File: src/rtl/sprite_overlay.sv
// Sprite compositor: overlays up to MAX_PER_LINE 16x16 sprites on the background pixel stream.
// rgb is registered 1 clk after a pix_en edge; no backpressure, per-line evaluation must fit in hblank.
module sprite_overlay #(
    parameter int NUM_SPRITES  = 8,
    parameter int MAX_PER_LINE = 4
) (
    input  logic        clk,
    input  logic        resetn,
    input  logic        iomem_valid,
    input  logic [3:0]  iomem_wstrb,
    input  logic [31:0] iomem_addr,
    input  logic [31:0] iomem_wdata,
    input  logic        pix_en,
    input  logic        line_start,
    input  logic [9:0]  x_px,
    input  logic [9:0]  y_px,
    input  logic        active,
    input  logic [2:0]  bg_rgb,
    output logic        spr_tex_ren,
    output logic [11:0] spr_tex_raddr,
    input  logic [2:0]  spr_tex_rdata,
    output logic [2:0]  rgb,
    output logic        spr_overflow,
    output logic        busy
);
    localparam int IW = (NUM_SPRITES > 1) ? $clog2(NUM_SPRITES) : 1;
    localparam int SW = (MAX_PER_LINE > 1) ? $clog2(MAX_PER_LINE) : 1;
    localparam int CW = $clog2(MAX_PER_LINE + 1);

    typedef enum logic [1:0] {IDLE, SCAN, FETCH, SWAP} state_t;
    state_t state_q, state_d;

    logic [9:0]             ax_q   [NUM_SPRITES];
    logic [9:0]             ay_q   [NUM_SPRITES];
    logic [5:0]             atex_q [NUM_SPRITES];
    logic [NUM_SPRITES-1:0] aen_q;

    logic [9:0]    bx_q    [MAX_PER_LINE];
    logic [5:0]    btex_q  [MAX_PER_LINE];
    logic [2:0]    brow_q  [MAX_PER_LINE];
    logic [23:0]   bbits_q [MAX_PER_LINE];
    logic [9:0]    dx_q    [MAX_PER_LINE];
    logic [23:0]   dbits_q [MAX_PER_LINE];

    logic [9:0]    line_q;
    logic [IW-1:0] idx_q;
    logic [CW-1:0] bcnt_q, dcnt_q;
    logic          bovf_q, ovf_q;
    logic [SW-1:0] fslot_q;
    logic [2:0]    fcol_q;
    logic          fph_q;
    logic [2:0]    rgb_q;

    logic wr_en, unused_bits;
    assign wr_en = iomem_valid && (iomem_wstrb == 4'hF) && (iomem_addr[23:20] == 4'h3);
    assign unused_bits = ^{iomem_addr[31:24], iomem_addr[19:2+IW], iomem_addr[1:0], iomem_wdata[30:26]};

    always_ff @(posedge clk or negedge resetn) begin
        if (!resetn) aen_q <= '0;
        else if (wr_en) aen_q[iomem_addr[2 +: IW]] <= iomem_wdata[31];
    end

    always_ff @(posedge clk) begin
        if (wr_en) begin
            ax_q[iomem_addr[2 +: IW]]   <= iomem_wdata[9:0];
            ay_q[iomem_addr[2 +: IW]]   <= iomem_wdata[19:10];
            atex_q[iomem_addr[2 +: IW]] <= iomem_wdata[25:20];
        end
    end

    // Scanner compares the target line against one attribute entry per clk.
    logic [9:0] scan_dy;
    logic       scan_vis, scan_last, slots_full, fetch_last;
    assign scan_dy    = line_q - ay_q[idx_q];
    assign scan_vis   = aen_q[idx_q] && (scan_dy < 10'd16);
    assign scan_last  = (idx_q == IW'(NUM_SPRITES - 1));
    assign slots_full = (bcnt_q == CW'(MAX_PER_LINE));
    assign fetch_last = (fslot_q == SW'(bcnt_q - 1'b1)) && (fcol_q == 3'd7) && fph_q;

    always_ff @(posedge clk or negedge resetn) begin
        if (!resetn) state_q <= IDLE;
        else         state_q <= state_d;
    end

    always_comb begin
        state_d       = state_q;
        busy          = (state_q == SCAN) || (state_q == FETCH);
        spr_tex_ren   = (state_q == FETCH) && !fph_q;
        spr_tex_raddr = '0;
        if (spr_tex_ren) spr_tex_raddr = {btex_q[fslot_q], brow_q[fslot_q], fcol_q};
        if (line_start) begin
            state_d = SCAN;
        end else begin
            case (state_q)
                SCAN:  if (scan_last)
                           state_d = ((bcnt_q != '0) || (scan_vis && !slots_full)) ? FETCH : SWAP;
                FETCH: if (fetch_last) state_d = SWAP;
                SWAP:  state_d = IDLE;
                default: state_d = state_q;
            endcase
        end
    end

    always_ff @(posedge clk or negedge resetn) begin
        if (!resetn) begin
            line_q  <= '0;
            idx_q   <= '0;
            bcnt_q  <= '0;
            bovf_q  <= 1'b0;
            fslot_q <= '0;
            fcol_q  <= '0;
            fph_q   <= 1'b0;
            dcnt_q  <= '0;
            ovf_q   <= 1'b0;
        end else if (line_start) begin
            line_q  <= y_px + 10'd1;
            idx_q   <= '0;
            bcnt_q  <= '0;
            bovf_q  <= 1'b0;
            fslot_q <= '0;
            fcol_q  <= '0;
            fph_q   <= 1'b0;
            // A restart mid-evaluation leaves no coherent set; blank the next line instead.
            if (state_q != IDLE) dcnt_q <= '0;
        end else begin
            case (state_q)
                SCAN: begin
                    idx_q <= idx_q + 1'b1;
                    if (scan_vis) begin
                        if (slots_full) bovf_q <= 1'b1;
                        else            bcnt_q <= bcnt_q + 1'b1;
                    end
                end
                FETCH: begin
                    fph_q <= !fph_q;
                    if (fph_q) begin
                        fcol_q <= fcol_q + 1'b1;
                        if (fcol_q == 3'd7) fslot_q <= fslot_q + 1'b1;
                    end
                end
                SWAP: begin
                    dcnt_q <= bcnt_q;
                    ovf_q  <= bovf_q;
                end
                default: ;
            endcase
        end
    end

    always_ff @(posedge clk) begin
        if (!line_start && (state_q == SCAN) && scan_vis && !slots_full) begin
            bx_q[bcnt_q[SW-1:0]]   <= ax_q[idx_q];
            btex_q[bcnt_q[SW-1:0]] <= atex_q[idx_q];
            brow_q[bcnt_q[SW-1:0]] <= scan_dy[3:1];
        end
        if (!line_start && (state_q == FETCH) && fph_q)
            bbits_q[fslot_q][3*fcol_q +: 3] <= spr_tex_rdata;
        if (!line_start && (state_q == SWAP)) begin
            dx_q    <= bx_q;
            dbits_q <= bbits_q;
        end
    end

    // Lowest-numbered slot with an opaque texel under this pixel wins.
    logic [9:0] pdx;
    logic [2:0] ptx, hit_tx, rgb_d;
    logic       hit;
    always_comb begin
        pdx    = '0;
        ptx    = '0;
        hit    = 1'b0;
        hit_tx = 3'b000;
        for (int s = 0; s < MAX_PER_LINE; s++) begin
            pdx = x_px - dx_q[s];
            ptx = dbits_q[s][3*pdx[3:1] +: 3];
            if (!hit && (s < int'(dcnt_q)) && (pdx < 10'd16) && (ptx != 3'b000)) begin
                hit    = 1'b1;
                hit_tx = ptx;
            end
        end
        rgb_d = !active ? 3'b000 : (hit ? hit_tx : bg_rgb);
    end

    always_ff @(posedge clk or negedge resetn) begin
        if (!resetn)     rgb_q <= '0;
        else if (pix_en) rgb_q <= rgb_d;
    end

    assign rgb          = rgb_q;
    assign spr_overflow = ovf_q;
endmodule

File: config.mk
export PLATFORM = sky130hd
export DESIGN_NAME = sprite_overlay
export DESIGN_NICKNAME = d
export VERILOG_FILES = /design/src/rtl/sprite_overlay.sv
export SDC_FILE = /design/constraint.sdc
export NUM_CORES = 1
export LEC_CHECK = 0
export ABC_AREA = 1
export CAP_MARGIN = 20
export CORE_MARGIN = 8
export CORE_UTILIZATION = 62
export CTS_BUF_LIST = sky130_fd_sc_hd__clkbuf_8
export DETAILED_ROUTE_END_ITERATION = 8
export PLACE_DENSITY = 0.82
export SETUP_SLACK_MARGIN = 0.02
export SYNTH_ARGS = -nofsm -noshare
export SYNTH_HDL_FRONTEND = slang
export SYNTH_SLANG_ARGS = --single-unit
File: constraint.sdc
create_clock -name clk -period 8.8 [get_ports clk]
set_input_delay 2.64 -clock clk [delete_from_list [all_inputs] [get_ports clk]]
set_output_delay 2.64 -clock clk [all_outputs]
set_load 0.02 [all_outputs]
==> results.cfg, run 1 <==
[sta]
rsz0062_at_grt = false
finalCritPeriodShare_pct = 66.0
finalSetupViolations = 0
min_period_ps = 5810
tns_ps = 0
worst_slew_pin_slew_ps = 1010
setup_slack_ps = 2990
slew_headroom_pct = 32.4
finClkSkew_ps = 52.2
finalHoldViolCount = 0
drv_slew = 0
max_freq_ghz = 0.172

[grt]
grt-ovfl-total = 0
gr-usage-met1_pct = 27.6
grt_max_degree = 80
grtUsageMet3_pct = 5.34
busiest_layer = met2
grt_pass1_vias = 15800
grt_use_total_pct = 23.4
antenna_found_initial = 2
gr-usage-met2_pct = 40.5
grt_pass1_wl_um = 81700

[synth]
seq_area_frac_synth_pct = 68.4
synth.top_cells.by_area = edfxtp_1, nand2_1, nor2_1
synth_cell_type_count = 57
netlist_area_mm2 = 0.0241
synth_ff_type = edfxtp_1
synth_edf_count = 516
async_reset_ff_share_pct = 7.19
synth.top_cell.area_share_pct = 64.2
yosys-top-cells-count = edfxtp_1, nand2_1, nor2_1
synthCells = 2081
synth_seq_cells = 556
syn_area_per_cell_um2 = 11.6
synth.most_common_cell = edfxtp_1
syn_nets = 2246
yosys_warnings = 0
yosys.area.top_type = edfxtp_1

[layout]
fin_nets = 2378
area_growth_pct = 12.6
fillers = 2625
drive_above_1_share_pct = 9.08
fin_cells = 2798
n_antenna_cell = 0

[clocking]
htreeDepth = 3
clk_pin_slew_worst_paths_ps = 70
cts_tree = done
hold_buffers = 0
cts_resized = 0
cts_sinks = 556
clk_latency_ps = 680
post-cts-setup-buffer-count = 0
cts_inserted_buffers = 83
clockRootBuffer = clkbuf_8
cts.path.max_buffers = 3

[placed_design]
gp_congestion = 0.871
dp_slack_ps = 2480
dp.cells = 2644
io_buffer_count = 87
hpwl_um = 34900

[critical_path]
worstPathRequired_ps = 6160
rr_worst_depth = 21
path_depth = 4
startpoint_type = register
rr_startpoint = idx_q[1]
critical_path.top_delay_family = buffers and inverters
cpMaxStageDelayCell = clkdlybuf4s50_1
worstSetupPathType = reg -> out
worst_path_largest_cell_delay_ps = 680
crit_end = spr_tex_raddr[7]
end_kind = output pin
r2r-end = bx_q[39]
cp-startpoint = fslot_q[0]
crit_path_cell_trace = inv_1, o21ai_0, a21oi_1, clkdlybuf4s50_1
path_buf_inv = 2
arrival_ps = 3170
critPathMaxFanout = 23
reg2reg_slack_ps = 3680

[job]
cap_violations = 0

[floorplan]
initial_core_util_pct = 62.6
rows = 72
num_io_pins = 118
coreArea_mm2 = 0.0386
dieWidth_um = 213
fp.dieArea_mm2 = 0.0455
die_h_um = 213

[power_and_ir_drop]
p_leak_uw = 0.0105
ir_drop_v = 0.000194
power.density_mw_per_mm2 = 253

[worst_hold_path]
hold_class = reg -> reg

[routing]
dr_total_vias = 15800
drt_iter0_markers = 1276
wirelength_um = 52700
drc = 0
drt-pass1-iter-count = 6
ant_nets = 0
routed_via_density = 5.63
wl_per_cell_um = 18.8

[status]
status = complete, no violations
==> area by class of cell <==
| class | count | area, um2 | share of cell area [%] |
|---|---|---|---|
| Sequential cell | 556 | 16500 | 60.7 |
| Clock buffer | 84 | 1160 | 4.26 |
| Timing Repair Buffer | 110 | 1070 | 3.94 |
| Clock inverter | 68 | 428 | 1.58 |
| Inverter | 225 | 847 | 3.12 |
| Multi-Input combinational cell | 1237 | 6520 | 24.0 |
| Tap cell | 518 | 648 | 2.39 |
==> per-layer routing <==
layer	vias up	wire length [um]
met5	-	13
met4	2	2120
met3	154	3880
met2	583	26800
met1	7532	19900
li1	7483	-
==> sequential cells by signal, indices dropped and copies added (netlist names), 2 cells and up <==
| signal | count |
|---|---|
| state_q | 2 |
| fslot_q | 2 |
| idx_q | 3 |
| btex_q | 24 |
| dcnt_q | 3 |
| dbits_q | 96 |
| bcnt_q | 3 |
| bbits_q | 96 |
| bx_q | 40 |
| ax_q | 80 |
| aen_q | 8 |
| line_q | 10 |
| fcol_q | 3 |
| dx_q | 40 |
| rgb | 3 |
| brow_q | 12 |
| atex_q | 48 |
| ay_q | 80 |
==> worst register-to-register path: stages, from the launching register on <==
cell and delay [ps]:
dfrtp_1 370, buf_4 310, inv_1 480, buf_4 500
o21ai_0 170, o22ai_1 160, inv_1 70, o21ai_0 570
inv_1 100, ha_1 210, a21oi_1 150, o21ai_0 120
nand2_1 80, o311ai_0 110, a21oi_1 180, inv_1 60
nand2_1 70, nand4_2 180, nor2_8 190, nand3_4 120
nor2_2 390, buf_16 210
==> per-stage QoR <==
stage / util, % / power (uW) / instance area [um2] / hold WS (ps)
after CTS: 70.3 / 6870 / 27100 / 385
after floorplan: - / 4400 / 24100 / 400
after global routing: 70.5 / 7190 / 27200 / 403
after detailed placement: 66.2 / 4880 / 25500 / 405
after global placement: 66.2 / 4800 / 25500 / 400
final: 70.5 / 6860 / 27200 / 376
==> report_power, final <==
| group | internal [uW] | total (uW) | switching (uW) |
|---|---|---|---|
| Combinational | 497 | 1670 | 1170 |
| Clock | 1040 | 2020 | 978 |
| Sequential | 3120 | 3170 | 56.8 |
| Total | 4660 | 6860 | 2200 |
==> layout by cell type (no fill, tap or decap), types with 28 or more instances in the layout <==
cell type / count
a21oi_1: 44
clkbuf_8: 84
clkdlybuf4s50_1: 86
dfrtp_1: 39
edfxtp_1: 516
ha_1: 60
inv_1: 250
nand2_1: 332
nand3_1: 69
nand4_1: 28
nor2_1: 297
o21ai_0: 207
o22ai_1: 28
==> worst min path at each step <==
stage	from	slack, ps	depth (start not counted)	to
finish	bbits_q[11]	380	0	dbits_q[11]
global route	bbits_q[11]	400	0	dbits_q[11]
CTS	bbits_q[11]	380	0	dbits_q[11]
detailed placement	bbits_q[11]	400	0	dbits_q[11]
global placement	bx_q[11]	400	0	dx_q[11]
floorplan	bbits_q[0]	400	0	dbits_q[0]
==> kinds of logic (layout without fill, tap and decap cells) <==
family	Yosys count	after routing	share of synthesized area [%]
compound gates	343	343	7.89
xor+xnor	24	24	0.965
fa+ha+maj	65	65	3.53
buf+inv	288	487	4.69
flops	556	556	68.4
mux	8	8	0.374
simple gates	797	797	14.2
Note: power is estimated with default switching activity, not from simulation.
==> inputs of run 2 (changes only) <==
--- a/config.mk
+++ b/config.mk
@@ -8,10 +8,10 @@
 export ABC_AREA = 1
 export CAP_MARGIN = 20
 export CORE_MARGIN = 8
-export CORE_UTILIZATION = 62
+export CORE_UTILIZATION = 56
 export CTS_BUF_LIST = sky130_fd_sc_hd__clkbuf_8
 export DETAILED_ROUTE_END_ITERATION = 8
-export PLACE_DENSITY = 0.82
+export PLACE_DENSITY = 0.78
 export SETUP_SLACK_MARGIN = 0.02
 export SYNTH_ARGS = -nofsm -noshare
 export SYNTH_HDL_FRONTEND = slang
==> constraint.sdc (replaced) <==
create_clock -name clk -period 5.1 [get_ports clk]
set_input_delay 1.53 -clock clk [delete_from_list [all_inputs] [get_ports clk]]
set_output_delay 1.53 -clock clk [all_outputs]
set_load 0.02 [all_outputs]
==> run 2 against run 1 <==
  * Flip-flop and latch count unchanged
  * Via count grew 0.50%
  * Combinational power grew 78%
  * Design area up 0.83%
  * Count of clock-buffer cells in the layout increased by 6
  * Non-clock buffer count rose by 17
  * Highest routed layer is now met4
==> results.cfg, run 2 (same netlist as run 1, synthesis figures left out) <==
[layout]
fin_cells = 2847
fin_nets = 2397
mostFrequentLayoutCells = edfxtp_1, nand2_1, nor2_1
fillers = 3149
final_common_cell = edfxtp_1
seq_area_mm2 = 0.0165
area_growth_pct = 13.6
multi_input_area_mm2 = 0.00652
reg.largest.list = bbits_q (96), dbits_q (96)
drive_above_1_share_pct = 10.0
n_antenna_cell = 0

[placed_design]
dp.cells = 2690
hpwl_um = 35300
dp_slack_ps = 518
gp_congestion = 0.869
io_buffer_count = 87

[floorplan]
initial_core_util_pct = 56.4
dieWidth_um = 224
coreArea_mm2 = 0.0428
fp.dieArea_mm2 = 0.0500
num_io_pins = 118
die_h_um = 224
rows = 76

[critical_path]
cpMaxStageDelayCell = clkdlybuf4s50_1
worstPathRequired_ps = 3570
critical_path.top_delay_family = buffers and inverters
worstSetupPathType = reg -> out
critPathMaxFanout = 12
worst_path_largest_cell_delay_ps = 700
startpoint_type = register
path_buf_inv = 4
crit_path_cell_trace = inv_1, ha_1, inv_1, nor2_1, inv_1, a21oi_1, clkdlybuf4s50_1
crit_top_cell = inv_1
arrival_ps = 3110
end_kind = output pin

[clocking]
cts_inserted_buffers = 85
cts_tree = done
cts.path.max_buffers = 3
cts_resized = 0
clockRootBuffer = clkbuf_8
clk_latency_ps = 650
htreeDepth = 3
clk_pin_slew_worst_paths_ps = 70
hold_buffers = 0
post-cts-setup-buffer-count = 0
cts_sinks = 556

[grt]
antenna_found_initial = 0
grt_use_total_pct = 20.9
grt_max_degree = 86
grt_pass1_vias = 15900
grt-ovfl-total = 0
grt_pass1_wl_um = 82500

[routing]
topRoutingLayerUsed = met4
drc = 0
wirelength_um = 52600
drt-pass1-iter-count = 5
dr_total_vias = 15800
drt_iter0_markers = 1481
wl_met1_um = 20700
dr_wl_met2_um = 26600
ant_nets = 0
wl_per_cell_um = 18.5
wl_met3_um = 3850
routed_via_density = 5.56

[sta]
max_freq_ghz = 0.216
worst_slew_pin_slew_ps = 965
slew_headroom_pct = 35.6
setup_slack_ps = 462
tns_ps = 0
rsz0062_at_grt = false
finalHoldViolCount = 0
drv_slew = 0
finClkSkew_ps = 25.1
finalCritPeriodShare_pct = 90.9
min_period_ps = 4640
finalSetupViolations = 0

[power_and_ir_drop]
p_leak_uw = 0.0106
power.density_mw_per_mm2 = 437
ir_drop_v = 0.000321
power_uw = 12000

[status]
status = complete, no violations

[job]
cap_violations = 0

[worst_hold_path]
hold_class = reg -> reg
## run 2: cell types whose count changed in the layout (fill, tap and decap cells not counted), sizes merged
cell,before,now
buf,24,41
bufinv,5,4
clkbuf,84,90
clkinv,24,26
inv,261,258
## run 2: through the flow
stage          hold slack [ps]  util (%)  area (um2)
6_report                   411      64.0       27400
4_1_cts                    412      64.0       27400
5_1_grt                    413      64.0       27400
3_5_place_dp               405      60.1       25700
2_1_floorplan              400         -       24100
3_3_place_gp               400      60.1       25700
## run 2: per-layer routing
layer / GRT usage (%) / vias to the layer above
li1: - / 7514
met1: 25.7 / 7598
met2: 36.8 / 593
met3: 4.15 / 127
met4: 7.37 / 0
met5: 0 / -
## run 2: report_power, final
group	total (uW)	internal [uW]	switching, uW
clock network	3560	1850	1710
logic	2970	885	2080
registers	5440	5380	64.2
## run 2: cell type report
class	count	share of cell area [%]
multi-input combinational	1237	23.8
clock inverter	66	1.48
clock buffer	90	4.52
tap	546	2.49
timing repair buffer	127	4.39
inverter	225	3.09
sequential	556	60.2
## run 2: final timing paths
kind / cells after the start / to / start / slack [ps]
hold reg to reg: 0 / dx_q[3] / bx_q[3] / 410
hold / removal: 0 / dx_q[3] / bx_q[3] / 410
min in group asynchronous: 1 / line_q[7] / resetn / 740
setup reg to reg: 16 / bx_q[22] / idx_q[0] / 740
max in group asynchronous: 2 / idx_q[0] / resetn / 3860
setup / recovery: 7 / spr_tex_raddr[11] / state_q[0] / 460
==> inputs of run 3 (changes only) <==
--- a/config.mk
+++ b/config.mk
@@ -8,10 +8,10 @@
 export ABC_AREA = 1
 export CAP_MARGIN = 20
 export CORE_MARGIN = 8
-export CORE_UTILIZATION = 56
+export CORE_UTILIZATION = 65
 export CTS_BUF_LIST = sky130_fd_sc_hd__clkbuf_8
 export DETAILED_ROUTE_END_ITERATION = 8
-export PLACE_DENSITY = 0.78
+export PLACE_DENSITY = 0.85
 export SETUP_SLACK_MARGIN = 0.02
 export SYNTH_ARGS = -nofsm -noshare
 export SYNTH_HDL_FRONTEND = slang
==> constraint.sdc (replaced) <==
create_clock -name clk -period 5.45 [get_ports clk]
set_input_delay 1.635 -clock clk [delete_from_list [all_inputs] [get_ports clk]]
set_output_delay 1.635 -clock clk [all_outputs]
set_load 0.02 [all_outputs]
==> run 3 against run 2 <==
  * First-iteration DRC count grew 18%
  * Power decreased by 7.1%
  * Final cell count shrank 3.0%
  * Largest cell class unchanged
  * Design area down 0.79%
  * Setup slack improved by 170 ps
  * Register-to-register slack better by 100 ps
  * Via count rose by 2.4%
  * Critical endpoint unchanged
  * Die area shrank 13%
  * Utilization up 10 points
  * Count of clock-buffer cells in the layout shrank 5
  * Wire length up 2.6%
==> results.cfg, run 3 (same netlist as run 1, synthesis figures left out) <==
[status]
status = complete, no violations

[routing]
wl_per_cell_um = 19.6
drc = 0
dr_total_vias = 16200
ant_nets = 0
drt-pass1-iter-count = 8
wirelength_um = 54000
drt_iter0_markers = 1744
routed_via_density = 5.87

[clocking]
clk_latency_ps = 650
cts_resized = 0
cts_inserted_buffers = 84
cts.path.max_buffers = 3
clk_pin_slew_worst_paths_ps = 60
hold_buffers = 0
cts_tree = done
cts_sinks = 556
htreeDepth = 3
clockRootBuffer = clkbuf_8
post-cts-setup-buffer-count = 0

[layout]
multi_input_area_mm2 = 0.00652
fillers = 2255
final_common_cell = edfxtp_1
fin_nets = 2391
mostFrequentLayoutCells = edfxtp_1, nand2_1, nor2_1
reg.largest.list = bbits_q (96), dbits_q (96)
drive_above_1_share_pct = 9.63
n_antenna_cell = 0
area_growth_pct = 12.7
seq_area_mm2 = 0.0165
fin_util_pct = 74.2
fin_area_mm2 = 0.0272

[critical_path]
worstPathRequired_ps = 3820
rr_startpoint = idx_q[2]
arrival_ps = 3180
worstSetupPathType = reg -> out
cpMaxStageDelayCell = clkdlybuf4s50_1
startpoint_type = register
critical_path.top_delay_family = buffers and inverters
worst_path_largest_cell_delay_ps = 680
reg2reg_slack_ps = 840
r2r-end = bx_q[27]
critPathMaxFanout = 23
path_buf_inv = 2
cp-startpoint = fslot_q[0]
rr_worst_depth = 14
end_kind = output pin
crit_path_cell_trace = inv_1, o21ai_0, a21oi_1, clkdlybuf4s50_1

[sta]
drv_slew = 0
tns_ps = 0
min_period_ps = 4820
finClkSkew_ps = 45.0
finalCritPeriodShare_pct = 88.4
rsz0062_at_grt = false
worst_slew_pin_slew_ps = 900
slew_headroom_pct = 39.9
hold_slack_ps = 397
finalSetupViolations = 0
max_freq_ghz = 0.208
finalHoldViolCount = 0

[grt]
grt_pass1_wl_um = 83900
grt-ovfl-total = 0
antenna_found_initial = 2
grt_use_total_pct = 24.6
grt_max_degree = 125
grt_pass1_vias = 16300

[worst_hold_path]
holdPathStages = 0
min_to = dbits_q[20]
hold_class = reg -> reg
hold_start = bbits_q[20]

[power_and_ir_drop]
power.density_mw_per_mm2 = 409
p_leak_uw = 0.0105
ir_drop_v = 0.000304
power_uw = 11100

[floorplan]
fp.dieArea_mm2 = 0.0435
initial_core_util_pct = 65.9
num_io_pins = 118
dieWidth_um = 209
rows = 70
die_h_um = 209
coreArea_mm2 = 0.0366

[placed_design]
hpwl_um = 35400
gp_congestion = 0.869
placed_area_mm2 = 0.0256
io_buffer_count = 87

[job]
cap_violations = 0
-- run 3: cell type report --
| type | count | share of cell area (%) |
|---|---|---|
| clock inverters | 69 | 1.49 |
| clock buffers | 85 | 4.30 |
| inverters | 225 | 3.12 |
| well taps | 468 | 2.15 |
| repair buffers | 122 | 4.24 |
| multi-input cells | 1237 | 24.0 |
| flip-flops and latches | 556 | 60.7 |
-- run 3: worst max-delay path by stage --
stage / endpoint / slack [ps] / depth (start not counted)
final: spr_tex_raddr[11] / 630 / 4
after global routing: spr_tex_raddr[11] / 480 / 4
after CTS: spr_tex_raddr[11] / 620 / 4
after detailed placement: rgb[2] / 470 / 14
after global placement: rgb[0] / 580 / 14
after floorplan: dcnt_q[2] / 1030 / 4
-- run 3: per-stage QoR --
step	setup WS, ps	instances
after floorplan	1030	2081
after global placement	580	2607
after detailed placement	469	2607
after CTS	617	2761
after global routing	482	2762
final	633	2762
-- run 3: routing by layer --
metal	vias up	part of all wire, %	global-route usage [%]
met3	173	8.4	5.21
met4	4	3.9	11.1
li1	7529	-	-
met2	789	51	43.7
met1	7721	37	28.5
met5	-	0.043	0
-- run 3: power breakdown --
group / internal (uW) / switching, uW
clock: 1650 / 1580
sequential: 5030 / 69.3
combinational: 825 / 1950
